$ cat src/rtl/tile_scheduler.sv
// Tile-level sequencer for a systolic conv engine: walks filter groups (inner) and pixel
// tiles (outer), handshaking tile loads, PE clear, compute window and ofm drain.
module tile_scheduler #(
  parameter int unsigned SYSTOLIC_SIZE = 16,
  parameter int unsigned KERNEL_SIZE   = 3,
  parameter int unsigned NO_CHANNEL    = 3,
  parameter int unsigned NO_FILTER     = 32,
  parameter int unsigned OFM_SIZE      = 32,
  parameter int unsigned IFM_ADDR_W    = 19,
  parameter int unsigned WGT_ADDR_W    = 9,
  parameter int unsigned OFM_ADDR_W    = 22
) (
  input  logic                  clk,
  input  logic                  rst,
  input  logic                  start,
  input  logic                  abort,
  output logic                  load_req,
  input  logic                  load_ack,
  output logic [IFM_ADDR_W-1:0] ifm_tile,
  output logic [WGT_ADDR_W-1:0] wgt_base,
  output logic                  reset_pe,
  output logic                  compute_en,
  input  logic                  ofm_ready,
  output logic                  write_out_en,
  output logic [OFM_ADDR_W-1:0] ofm_addr,
  output logic                  busy,
  output logic                  done
);

  localparam int unsigned K2C  = KERNEL_SIZE * KERNEL_SIZE * NO_CHANNEL;
  localparam int unsigned FG   = NO_FILTER / SYSTOLIC_SIZE;
  localparam int unsigned PT   = (OFM_SIZE * OFM_SIZE + SYSTOLIC_SIZE - 1) / SYSTOLIC_SIZE;
  localparam int unsigned CC   = K2C + 2 * SYSTOLIC_SIZE - 2;

  localparam int unsigned FG_W = (FG > 1) ? $clog2(FG) : 1;
  localparam int unsigned PT_W = (PT > 1) ? $clog2(PT) : 1;
  localparam int unsigned D_W  = (SYSTOLIC_SIZE > 1) ? $clog2(SYSTOLIC_SIZE) : 1;
  localparam int unsigned CC_W = $clog2(CC + 1);

  typedef enum logic [2:0] {
    StIdle,
    StLoad,
    StClear,
    StCompute,
    StDrain,
    StNext,
    StDone
  } state_e;

  state_e          state_q;
  logic [FG_W-1:0] fg_q;
  logic [PT_W-1:0] pt_q;
  logic [D_W-1:0]  d_q;
  logic [CC_W-1:0] cnt_q;

  // The only output allowed to follow an input combinationally.
  assign write_out_en = (state_q == StDrain) & ofm_ready;

  assign ifm_tile = IFM_ADDR_W'(pt_q);
  assign wgt_base = WGT_ADDR_W'(fg_q) * WGT_ADDR_W'(K2C);
  assign ofm_addr = OFM_ADDR_W'(fg_q) * OFM_ADDR_W'(PT * SYSTOLIC_SIZE)
                  + OFM_ADDR_W'(pt_q) * OFM_ADDR_W'(SYSTOLIC_SIZE)
                  + OFM_ADDR_W'(d_q);

  always_ff @(posedge clk) begin
    if (rst) begin
      state_q    <= StIdle;
      fg_q       <= '0;
      pt_q       <= '0;
      d_q        <= '0;
      cnt_q      <= '0;
      load_req   <= 1'b0;
      reset_pe   <= 1'b0;
      compute_en <= 1'b0;
      busy       <= 1'b0;
      done       <= 1'b0;
    end else if (abort && (state_q != StIdle)) begin
      state_q    <= StIdle;
      load_req   <= 1'b0;
      reset_pe   <= 1'b0;
      compute_en <= 1'b0;
      busy       <= 1'b0;
      done       <= 1'b0;
    end else begin
      unique case (state_q)
        StIdle: begin
          // abort wins over a simultaneous start
          if (start && !abort) begin
            state_q  <= StLoad;
            fg_q     <= '0;
            pt_q     <= '0;
            d_q      <= '0;
            load_req <= 1'b1;
            busy     <= 1'b1;
          end
        end
        StLoad: begin
          if (load_ack) begin
            state_q  <= StClear;
            load_req <= 1'b0;
            reset_pe <= 1'b1;
          end
        end
        StClear: begin
          state_q    <= StCompute;
          reset_pe   <= 1'b0;
          compute_en <= 1'b1;
          cnt_q      <= '0;
        end
        StCompute: begin
          if (cnt_q == CC_W'(CC - 1)) begin
            state_q    <= StDrain;
            compute_en <= 1'b0;
            d_q        <= '0;
          end else begin
            cnt_q <= cnt_q + CC_W'(1);
          end
        end
        StDrain: begin
          if (ofm_ready) begin
            if (d_q == D_W'(SYSTOLIC_SIZE - 1)) begin
              state_q <= StNext;
            end else begin
              d_q <= d_q + D_W'(1);
            end
          end
        end
        StNext: begin
          d_q <= '0;
          if (fg_q != FG_W'(FG - 1)) begin
            fg_q     <= fg_q + FG_W'(1);
            state_q  <= StLoad;
            load_req <= 1'b1;
          end else if (pt_q != PT_W'(PT - 1)) begin
            fg_q     <= '0;
            pt_q     <= pt_q + PT_W'(1);
            state_q  <= StLoad;
            load_req <= 1'b1;
          end else begin
            state_q <= StDone;
            done    <= 1'b1;
          end
        end
        StDone: begin
          state_q <= StIdle;
          done    <= 1'b0;
          busy    <= 1'b0;
        end
        default: begin
          state_q    <= StIdle;
          load_req   <= 1'b0;
          reset_pe   <= 1'b0;
          compute_en <= 1'b0;
          busy       <= 1'b0;
          done       <= 1'b0;
        end
      endcase
    end
  end

endmodule

$ cat config.mk
export PLATFORM = sky130hd
export DESIGN_NAME = tile_scheduler
export DESIGN_NICKNAME = d
export VERILOG_FILES = /design/src/rtl/tile_scheduler.sv
export SDC_FILE = /design/constraint.sdc
export NUM_CORES = 1
export LEC_CHECK = 0
export ABC_AREA = 1
export CAP_MARGIN = 20
export CORE_MARGIN = 8
export CORE_UTILIZATION = 41
export CTS_CLUSTER_DIAMETER = 80
export CTS_CLUSTER_SIZE = 10
export DETAILED_ROUTE_END_ITERATION = 10
export PLACE_DENSITY = 0.76
export SKIP_LAST_GASP = 1
export SLEW_MARGIN = 5
export SYNTH_ARGS = -nofsm -noshare
export SYNTH_HDL_FRONTEND = slang
export SYNTH_SLANG_ARGS = --single-unit
$ cat constraint.sdc
create_clock -name clk -period 1.4 [get_ports clk]
set_input_delay 0.14 -clock clk [delete_from_list [all_inputs] [get_ports clk]]
set_output_delay 0.14 -clock clk [all_outputs]
set_load 0.05 [all_outputs]
* Word-level counts from Yosys, hierarchy flattened
Index checks and enable logic that the tools add are counted.
** Word-level totals
- Register bits after elaboration :: 25
- Word-level logic and storage cells :: 104
- Bits of input ports :: 6
** Operators by class
- Bitwise logic cells :: 7
- Mux-type cells :: 36
- Reductions and logical operators :: 24
- Multiply operators :: 1
- Equality and inequality tests :: 20
- Add/sub/neg operators :: 6
** Operator list (count)
- $mux W6 :: 4
- $pmux W6 S2 :: 2
- $mux W3 :: 7
- $reduce_or A5 Y1 :: 4
- $ne A2 B2 Y1 const B :: 9
- $pmux W3 S6 :: 1
- $mux W4 :: 4
- $pmux W4 S4 :: 1
- $add A12 B4 Y13 :: 1
- $add A11 B10 Y12 :: 1
- $add A6 B1 Y6 const B :: 2
- $mux W1 :: 11
- $reduce_and A5 Y1 :: 2
- $eq A3 B3 Y1 const B :: 3
- $reduce_and A3 Y1 :: 3
- $pmux W1 S2 :: 4
- $eq A3 B2 Y1 const B :: 2
- $eq A6 B6 Y1 const B :: 1
- $mul A1 B5 Y6 const B :: 1
- $ne A6 B6 Y1 const B :: 1
- $not A1 Y1 :: 6
- $reduce_and A2 Y1 :: 3
- $reduce_and A6 Y1 :: 1
- $add A4 B1 Y4 const B :: 1
- other kinds (17) :: 19

* Depth between registers and ports, before layout
- Depth in word-level cells :: 4
- Gate-level depth with buffers :: 11
- Depth with buffers taken out :: 11

* Worst setup path after synthesis
Ideal clock, no wire load.
- Kind :: reg2reg
- Start point :: register pt_q[0]
- End point :: register pt_q[5]
- Clock period less this slack :: 1.787 ns
- Library setup time :: 0.132 ns
- Setup slack :: -0.387 ns
- Cell stages (with the launch flop) :: 9
- Buffers on the path :: 0
- Data required time :: 1.268 ns
- Arrival :: 1.655 ns
- Cells stage by stage :: dfxtp_1 ha_1 nand3_1 nor2_1 nor2_1 nor2_1 nor2_4 nand2_1 a21oi_1
** Between the ends
- Cells in the longest elaborated chain, start to end :: 4
- Elaborated cells between the ends (all ways) :: 7
** RTL lines
- start: declaration :: RTL line 52 : logic [PT_W-1:0] pt_q;
- start signal: assignment :: RTL line 136 : pt_q <= pt_q + PT_W'(1);
- $add A6 B1 Y6 :: RTL line 136
- $mux W6 :: RTL line 134 : end else if (pt_q != PT_W'(PT - 1)) begin
- $mux W6 :: RTL line 130 : if (fg_q != FG_W'(FG - 1)) begin
- $pmux W6 S2 :: RTL line 85 : unique case (state_q)
Parallel ways exist; a longest one is shown, timed or not. The select of a mux whose other input is x is not followed.
A chain may end at the register's enable or synchronous reset.

* Worst setup path in the final report
- Start point :: register state_q[0]
- End point :: output port write_out_en
** Between the ends
- Cells in the longest elaborated chain, start to end :: 2
** RTL lines
- start: declaration :: RTL line 50 : state_e state_q;
- start signal: assignment :: RTL line 67 : state_q <= StIdle;
- start signal: assignment :: RTL line 78 : state_q <= StIdle;
- start signal: assignment :: RTL line 89 : state_q <= StLoad;
- $eq A3 B3 Y1 :: RTL line 57 : assign write_out_en = (state_q == StDrain) & ofm_ready;
- $and A1 B1 Y1 :: RTL line 57
- end: declaration :: RTL line 24 : output logic write_out_en,
Every way passes these cells.

==> flow_metrics.env <==
export IMPL_yosysTopAreaCellShare_pct=27.25
export IMPL_grt_overflow=0
export IMPL_critical_path_most_common_cell="nor2_4"
export IMPL_maxSlewViolCount=0
export IMPL_critPathKind="flip-flop to primary output"
export IMPL_insertion_delay_ns=0.27
export IMPL_finalPower_mw=4.775
export IMPL_finish_utilization_pct=65.16
export IMPL_first_pass_iters=4
export IMPL_cellLeakagePower_nw=1.255
export IMPL_tns_ns=0
export IMPL_portBuffers=32
export IMPL_vdd_drop_max_mv=1.066
export IMPL_h_tree_depth=1
export IMPL_n_fill_cell=338
export IMPL_synth_edff_count=0
export IMPL_status="complete, no violations"
export IMPL_fin_ws_ns=0.001830
export IMPL_crit_chain="nor2_4 > nand2_2 > buf_4 > nor2_4 > buf_12"
export IMPL_met1_length_um=1972
export IMPL_core_area_um2=4324
export IMPL_fin_cells=383
export IMPL_wl_per_cell_um=12.48
export IMPL_syn_mean_instance_area_um2=6.803
export IMPL_critical_path_top_delay_family="flip-flops"
export IMPL_yosys_warnings=0
export IMPL_cap_violations=0
export IMPL_crit_buf_inv=2
export IMPL_path_clk_slew_ns=0.09
export IMPL_slowest_delay_ns=0.38
export IMPL_slowest_stage="dfxtp_4"
export IMPL_grtUsageTotal_pct=12.45
export IMPL_crit_fanout=5
export IMPL_layout_nets=344
export IMPL_fin_hold_ws_ns=0.4677
export IMPL_cp_arrival_ns=1.26
export IMPL_yosysMostFrequentCell="nand2_1"
export IMPL_grt_pass1_vias=1702
export IMPL_wirelength_um=4778
export IMPL_place_congestion=0.8819
export IMPL_grt_setup_unrepaired="true"
export IMPL_numPlacedInstances=374
export IMPL_cts_sinks=25
export IMPL_via_per_inst=4.668
export IMPL_yosys_register_bits=25
export IMPL_wl_met2_um=2446
export IMPL_finalCritPeriodShare_pct=99.87
export IMPL_syn_to_final_growth_pct=53.41
export IMPL_start_kind="flip-flop"
export IMPL_setup_viol=0
export IMPL_hpwl_um=3459
export IMPL_synth_cells=270
export IMPL_fp_dieH_um=82.93
export IMPL_start_util_pct=42.48
export IMPL_die_area_um2=6877
export IMPL_critPathRequiredTime_ns=1.26
export IMPL_preCtsSetupSlack_ns=-0.1099
export IMPL_skew_ns=0.003732
export IMPL_cellPowerDensity_nw_per_um2=1695
export IMPL_fin_area_um2=2818
export IMPL_vias=1788
export IMPL_cts_buffers=3
export IMPL_fmax_mhz=715.2
export IMPL_synthTopCellsByCount="nand2_1, buf_4, inv_1, nand3_1, dfxtp_1"
export IMPL_mappedNetlistArea_um2=1837
export IMPL_rows=24
export IMPL_top_layer="met4"
export IMPL_antenna_found_initial=0
export IMPL_clk_path_buf_depth=2
export IMPL_grt_pass1_wl_um=7465
export IMPL_cts_root_buf="clkbuf_8"
export IMPL_netlist_top_cells_area="dfxtp_1, buf_4, nand2_1"
export IMPL_placed_cell_area_um2=2565
export IMPL_grt_max_degree=14
export IMPL_cp_end_kind="primary output"
export IMPL_synth_flop_cell="dfxtp_1"
export IMPL_ioPinCount=62
export IMPL_ys_types=25
export IMPL_drt_iter0_drc=81
export IMPL_synth_seq_area_share_pct=27.25
export IMPL_die_w_um=82.93
export IMPL_drive_gt1_share_pct=38.97
export IMPL_cts_tree="done"
export IMPL_async_flop_share_pct=0
export IMPL_yosysTopAreaCell="dfxtp_1"
export IMPL_ant_nets=0
export IMPL_dr_wl_met3_um=317
export IMPL_drc=0
export IMPL_period_minus_slack_ns=1.398
export IMPL_hold_viol=0
export IMPL_diodes=0
export IMPL_hold_path_class="flip-flop to flip-flop"
flip-flops by register name (all words and copies together), names as in the netlist:
| signal | cells |
|---|---|
| fg_q | 1 |
| pt_q | 6 |
| state_q | 3 |
| d_q | 4 |
| busy | 1 |
| compute_en | 1 |
| reset_pe | 1 |
| done | 1 |
| cnt_q | 6 |
| load_req | 1 |
final cells by class:
cell class / count / area, um2 / share of cell area (%)
Inverter: 32 / 127.6 / 4.529
Timing Repair Buffer: 71 / 865.8 / 30.73
Sequential cell: 25 / 536.8 / 19.05
Clock buffer: 4 / 45.04 / 1.599
Multi-Input combinational cell: 199 / 1177 / 41.79
Tap cell: 52 / 65.06 / 2.309
routing by layer:
metal | vias to the layer above | track usage [%]
li1 | 918 | -
met5 | - | 0
met3 | 7 | 4.297
met4 | 0 | 3.355
met2 | 55 | 22.21
met1 | 808 | 13.53
power breakdown:
group          internal, mW  switching, mW  total [mW]  leakage [nW]
registers             0.871          0.123       0.994         0.212
logic                  1.36           1.98        3.34          1.02
clock network         0.204          0.239       0.443        0.0228
what timing repair did:
action                     CTS  global route
setup endpoints to repair   14            21
resized for setup            6            47
pin swaps                    2            14
setup buffers                2             3
hold buffers                 0             0
worst register-to-register path, stage by stage (launching register included):
cell and delay (ns):
dfxtp_4 0.38, nor2_4 0.12, buf_6 0.14, nand2_8 0.07
nand2_8 0.09, buf_6 0.12, nand2_1 0.10, inv_1 0.09
o21ai_0 0.08, a21oi_1 0.12
worst paths after layout:
kind	startpoint	endpoint	slack (ns)	cells after the start
setup / recovery	state_q[0]$_SDFFE_PP0P_	write_out_en	0.002	5
hold / removal	busy$_SDFFE_PP0P_	busy$_SDFFE_PP0P_	0.47	2
setup reg to reg	state_q[0]$_SDFFE_PP0P_	compute_en$_SDFFE_PP0P_	0.02	9
hold reg to reg	busy$_SDFFE_PP0P_	busy$_SDFFE_PP0P_	0.47	2
placed cells by master, fill, tap and decap left out, drive strengths merged, types with 2 or more instances in the layout:
master / instances
a21oi: 21
buf: 66
clkbuf: 4
clkdlybuf4s50: 5
conb: 29
dfxtp: 25
ha: 6
inv: 32
nand2: 62
nand3: 28
nand4: 4
nor2: 28
nor3: 3
o21ai: 7
o21bai: 2
xnor2: 2
xor2: 5
cell families after synthesis:
family | Yosys count | share of synthesized area (%)
AO/OA/AOI/OAI | 32 | 9.401
XOR/XNOR | 7 | 3.338
adder cells (fa/ha/maj) | 6 | 4.087
buffers and inverters | 74 | 23.57
flip-flops | 25 | 27.25
other | 1 | 0.2042
AND/OR/NAND/NOR | 125 | 32.15
Power figures use the tool's default switching activity.
